### src/rtl/line_mem_arbiter.sv
// rtl/line_mem_arbiter.sv - icache/dcache line-miss arbiter onto a single 4-beat burst memory port
module line_mem_arbiter #(
    parameter int LINE_W = 256,
    parameter int BEAT_W = 64,
    parameter int ADDR_W = 32
) (
    input  logic              clk,
    input  logic              rst,
    input  logic              i_read,
    input  logic [ADDR_W-1:0] i_addr,
    output logic [LINE_W-1:0] i_rdata,
    output logic              i_resp,
    input  logic              d_read,
    input  logic              d_write,
    input  logic [ADDR_W-1:0] d_addr,
    input  logic [LINE_W-1:0] d_wdata,
    output logic [LINE_W-1:0] d_rdata,
    output logic              d_resp,
    output logic              mem_read,
    output logic              mem_write,
    output logic [ADDR_W-1:0] mem_addr,
    output logic [BEAT_W-1:0] mem_wdata,
    input  logic [BEAT_W-1:0] mem_rdata,
    input  logic              mem_resp
);
    localparam int BEATS = LINE_W / BEAT_W;
    localparam int CNT_W = $clog2(BEATS);

    typedef enum logic [1:0] {IDLE, RD_BURST, WR_BURST, DONE} state_t;

    state_t            state;
    logic [CNT_W-1:0]  cnt;
    logic              grant;       // 1 = data cache owns the current burst
    logic              last_grant;  // 1 = data cache was granted last
    logic [ADDR_W-1:0] addr_q;
    logic [LINE_W-1:0] line_q;
    logic [LINE_W-1:0] rd_line;
    logic              i_pend;
    logic              d_pend;
    logic              pick_d;
    logic              last_beat;

    assign i_pend    = i_read;
    assign d_pend    = d_read | d_write;
    assign pick_d    = d_pend && (!i_pend || !last_grant);
    assign last_beat = (cnt == CNT_W'(BEATS - 1));

    // Line buffer with the incoming beat merged in, so the final beat can be
    // handed to the requester on the same edge it is accepted.
    always_comb begin
        rd_line = line_q;
        rd_line[int'(cnt) * BEAT_W +: BEAT_W] = mem_rdata;
    end

    assign mem_read  = (state == RD_BURST);
    assign mem_write = (state == WR_BURST);
    assign mem_addr  = addr_q & ~ADDR_W'(LINE_W / 8 - 1);
    assign mem_wdata = line_q[int'(cnt) * BEAT_W +: BEAT_W];
    assign i_resp    = (state == DONE) && !grant;
    assign d_resp    = (state == DONE) && grant;

    always_ff @(posedge clk or negedge rst) begin
        if (!rst) begin
            state      <= IDLE;
            cnt        <= '0;
            grant      <= 1'b0;
            last_grant <= 1'b0;
            addr_q     <= '0;
            line_q     <= '0;
            i_rdata    <= '0;
            d_rdata    <= '0;
        end else begin
            case (state)
                IDLE: begin
                    if (i_pend || d_pend) begin
                        grant      <= pick_d;
                        last_grant <= pick_d;
                        addr_q     <= pick_d ? d_addr : i_addr;
                        cnt        <= '0;
                        if (pick_d && d_write) begin
                            line_q <= d_wdata;
                            state  <= WR_BURST;
                        end else begin
                            state  <= RD_BURST;
                        end
                    end
                end
                RD_BURST: begin
                    if (mem_resp) begin
                        line_q <= rd_line;
                        cnt    <= cnt + CNT_W'(1);
                        if (last_beat) begin
                            state <= DONE;
                            if (grant) d_rdata <= rd_line;
                            else       i_rdata <= rd_line;
                        end
                    end
                end
                WR_BURST: begin
                    if (mem_resp) begin
                        cnt <= cnt + CNT_W'(1);
                        if (last_beat) state <= DONE;
                    end
                end
                default: state <= IDLE;
            endcase
        end
    end
endmodule

### config.mk
export PLATFORM = sky130hd
export DESIGN_NAME = line_mem_arbiter
export DESIGN_NICKNAME = d
export VERILOG_FILES = /design/src/rtl/line_mem_arbiter.sv
export SDC_FILE = /design/constraint.sdc
export NUM_CORES = 2
export LEC_CHECK = 0
export ABC_AREA = 1
export ABC_CLOCK_PERIOD_IN_PS = 6700
export BUFFER_PORTS_ARGS = -buffer_cell sky130_fd_sc_hd__buf_2
export CAP_MARGIN = 40
export CORE_MARGIN = 5
export CORE_UTILIZATION = 25
export DETAILED_ROUTE_END_ITERATION = 10
export GPL_TIMING_DRIVEN = 0
export PLACE_DENSITY = 0.54
export SYNTH_ARGS = -nofsm -noshare
export SYNTH_HDL_FRONTEND = slang
export SYNTH_SLANG_ARGS = --single-unit
### constraint.sdc
create_clock -name clk -period 6.7 [get_ports clk]
set_clock_uncertainty 0.15 [all_clocks]
set_input_delay 0.67 -clock clk [delete_from_list [all_inputs] [get_ports clk]]
set_output_delay 0.67 -clock clk [all_outputs]
set_load 0.05 [all_outputs]
Word-level counts from Yosys, hierarchy flattened. Cells that the tools add are included.

Bits in registers: 805. Input port bits: 390. Output and inout bits: 612. Logic and storage cells: 55.

Add/subtract/negate cells: 2. Equality and inequality tests: 9. Shift-type cells: 3. Muxes and demuxes: 14. Bitwise gates (word level): 2. Reductions and logical operators: 18.

Operators by type and width (number): $mux W256 (3); $pmux W256 S2 (1); $bwmux W256 (1); $shift A64 B33 Y256 const A (1); $shiftx A256 B9 Y64 (1); $shiftx A64 B33 Y256 (1); $neg A8 Y33 (1); $mux W32 (1); $mux W2 (6); $reduce_and A4 Y1 (3); $pmux W2 S2 (2); $eq A2 B2 Y1 const B (3); $ne A2 B1 Y1 const B (3); $reduce_and A3 Y1 (2); $logic_and A1 B1 Y1 (4); $ne A2 B2 Y1 const B (2); $reduce_bool A2 Y1 (2); $add A2 B1 Y2 const B (1); $eq A2 B1 Y1 const B (1); $logic_not A1 Y1 (2); $logic_not A2 Y1 (1); $logic_or A1 B1 Y1 (2); $reduce_and A2 Y1 (1); $reduce_or A2 Y1 (1); other kinds (2) (2).

Depth between registers and ports, before layout.
Depth in word-level cells: 7. Mapped depth: 13. Mapped depth without buffers: 9.

Worst setup path before layout. No wires, ideal clock.

Kind: flip-flop to output port. From: register cnt[0]. To: output mem_wdata[18]. Arrival time: 2.081 ns. Setup slack: 3.799 ns. Cell stages (with the launch flop): 7. Path buffers: 3. Cells stage by stage: dfrtp_1 buf_2 inv_1 clkbuf_1 clkbuf_1 o21ai_0 o22ai_1.

Longest elaborated chain between the ends: 1.

Ends and longest elaborated chain: start, declared (RTL line 32) `logic [CNT_W-1:0] cnt;`; start signal, assigned (RTL line 91) `cnt <= cnt + CNT_W'(1);`; start signal, assigned (RTL line 101) `cnt <= cnt + CNT_W'(1);`; $shiftx A256 B9 Y64 (RTL line 58) `assign mem_wdata = line_q[int'(cnt) * BEAT_W +: BEAT_W];`; end, declared (RTL line 22) `output logic [BEAT_W-1:0] mem_wdata,`.

Every way passes these cells.

Worst setup path after layout.
From: register cnt[1]. To: output mem_wdata[21].

Same word-level chain as after synthesis.

==> impl_results.md <==
- Status: completed
- Dominant synthesized flop cell: dfrtp_1
- VDD IR max: 365 uV
- DRC: 0
- Cells after Synth: 4820
- Rows: 143
- FILL cells: 16700
- Synth top area share: between 50 and 60%
- CTS max path bufs: 3
- Gpl congestion: 0.998
- Switching portion of total power: between 50% and 60%
- CP endpoint kind: primary output
- Count leader, synth: nand2_1
- Core area: about 150000 um^2
- Final Total Pwr: approximately 35 mW
- WP data required: 5.88 ns
- Post-synth EDFFs: 0
- I/O Pins: 1002
- Post-synthesis sequential area ratio: 52.6%
- PD cells: 694 nW/um^2
- Antenna violations before repair: 53
- Antenna Violating Nets Remaining: 0
- Max-cap viol count: 0
- Asr flop ratio synth: 100%
- Clk pwr share: 17.0%
- Final period util: 78.4%
- Post-synth top area cell: dfrtp_1
- Total gr overflow: 0
- Design area: about 50000 um^2
- Setup repair after global routing missed its margin: no
- Synth-to-Final Area Change: 31.6%
- Post-CTS Setup Repair Bufs: 0
- Vias in the first global route: 41800
- Arrival time at the worst endpoint: 4.43 ns
- Crit Path Category: flip-flop to primary output
- Setup-failing EPs final: 0
- Clk_lat worst skew: 0.74 ns
- Clock-pin slew on the worst setup and hold paths: about 0.070 ns
- CP Launch Type: flip-flop
- Slew headroom: between 20% and 30%
- Port bufs: 986
- Slew @ Worst Pin: 1.06 ns
- TritonCTS clock tree: done
- Yosys reg bits: 800
- Largest net degree at the start of global routing: 119
- Post-CTS Resized: 0
- Pins Over Slew Limit: 0
- Die area: 160000 um^2
- P_sw: 20.0 mW
- 1st-iter DRT viols: 4837
- Drt total wl: roughly 280 mm
- Clk sinks: 800
- Ys Warns: 0
- Final Util: between 30% and 40%
- Hold Vio Cnt, Final: 0
- CTS Hold Buffers Added: 14
- Comb pwr share: a little under three fifths
- Setup TNS: 0 ns
- Critical Path Fanout Max: 10
- Commonest cells post-synth: nand2_1 (1252), nor2_1 (1042), dfrtp_1 (800)
- Count of cell types in the netlist: 22
- Final Critical Period: 5.25 ns
- Top cells by area, synth: dfrtp_1 (53%), nand2_1 (12%), nor2_1 (10%)
- Via count: 43100
- # nets final: ~6400
- Vias per inst: 5.31
- Sequential share of power: 25.8%
- Initial Util: 25.1%
- WL/cell: 34.0 um
- Syn Area/Cell: 7.89 um^2
- H-tree levels: 3
- Drt pass-1 iters: 8
- Dpl cell area: 46300 um^2
- Dpl hpwl: between 200 and 250 mm
- Leakage: 25.9 nW
- Die width: 400 um
- CTS root buffer: clkbuf_16
- First-pass GRT wire length: 358 mm
- Mapped Area: ~38000 um^2
- Max Clk Rate: 0.190 GHz
- Layout cells sized above 1: between 20% and 30%
- GRT Total Usage: 33.1%
- Hold Crit Class: input port to flip-flop
- Pint: 14.7 mW
- Cts bufs inserted: 98
- Die height: 400 um
==> cells in the final DEF, fill, tap and decap left out, types with 3 or more instances in the layout <==
cell type,instances
dfrtp_1,800
clkbuf_16,99
nand4_1,63
dlygate4sd3_1,14
inv_16,3
clkbuf_2,3
buf_16,8
o21ai_0,162
a21oi_1,27
inv_1,83
or2_2,77
nand3_1,357
a31oi_1,512
nand2_1,1252
o22ai_1,64
clkinv_2,11
clkbuf_8,25
buf_1,14
buf_4,37
clkbuf_1,177
clkinvlp_4,7
conb_1,5
nand3b_1,4
nor2_1,1039
nor2_2,4
buf_2,1134
buf_6,17
diode_2,33
bufinv_16,13
buf_8,24
ha_1,10
==> per-stage QoR <==
step | instances | setup slack, ns | hold WS [ns]
final | 8118 | 1.45 | 0.0813
after floorplan | 4824 | 3.80 | 0.224
after global placement | 7840 | -13.77 | 0.312
after CTS | 8085 | 1.62 | 0.0284
after detailed placement | 7888 | 2.33 | 0.311
after global routing | 8092 | 1.63 | 0.0628
==> layout make-up <==
class                      count  area, um^2  area share, %
antenna                       33        82.6          0.165
clock buffer                 144        2900           5.79
buffer                       360        1680           3.36
tap                         2030        2540           5.08
timing repair buffer        1048        5840           11.7
clock inverter                39         631           1.26
multi-input combinational   3579       16000           32.0
sequential                   800       20000           40.0
inverter                      85         319          0.638
==> power by group through the flow <==
stage          Clock [mW]  Combinational, mW  Sequential (mW)
6_report             5.91               19.9             8.95
5_1_grt              6.16               20.8             9.07
4_1_cts              5.98               19.7             8.92
3_5_place_dp            0               19.7             8.99
3_3_place_gp            0               19.3             8.95
2_1_floorplan           0               7.68             12.4
==> worst paths after layout <==
| kind | slack, ns | to | from | cells after the start |
|---|---|---|---|---|
| min reg2reg | 0.32 | addr_q[6] | addr_q[6] | 2 |
| max reg2reg | 2.21 | line_q[253] | cnt[1] | 12 |
| max in group asynchronous | 3.29 | d_rdata[184] | rst | 7 |
| max | 1.45 | mem_wdata[21] | cnt[1] | 6 |
| min | 0.08 | addr_q[22] | d_addr[22] | 3 |
| min in group asynchronous | 0.29 | addr_q[18] | rst | 2 |
==> state kept, by name, summed over array words and instances (netlist names) <==
name / flops
cnt: 2
last_grant: 1
state: 2
addr_q: 27
i_rdata: 256
d_rdata: 256
line_q: 256
==> kinds of logic after synthesis <==
kind of cell             Yosys count  share of synthesized area, %
buffers and inverters            445                          5.25
flip-flops                       800                          52.6
other                              1                       0.00986
adder cells (fa/ha/maj)           10                         0.329
AND/OR/NAND/NOR                 2798                          29.8
AO/OA/AOI/OAI                    766                          12.0
==> metal layers <==
layer	wire length, um	part of all wire, %	up-vias	track usage [%]
li1	-	-	18500	-
met2	129000	47	2528	54.9
met3	24300	8.8	642	8.12
met5	146	0.053	-	0
met4	22400	8.1	24	22.1
met1	99500	36	21400	37.9
==> worst max-delay path, stage by stage (launching register included) <==
cell,delay (ns)
dfrtp_1,0.43
inv_1,0.13
clkbuf_1,0.69
clkbuf_1,0.77
o21ai_0,0.50
o22ai_1,0.76
buf_2,0.40
(Power assumes the default switching activity.)
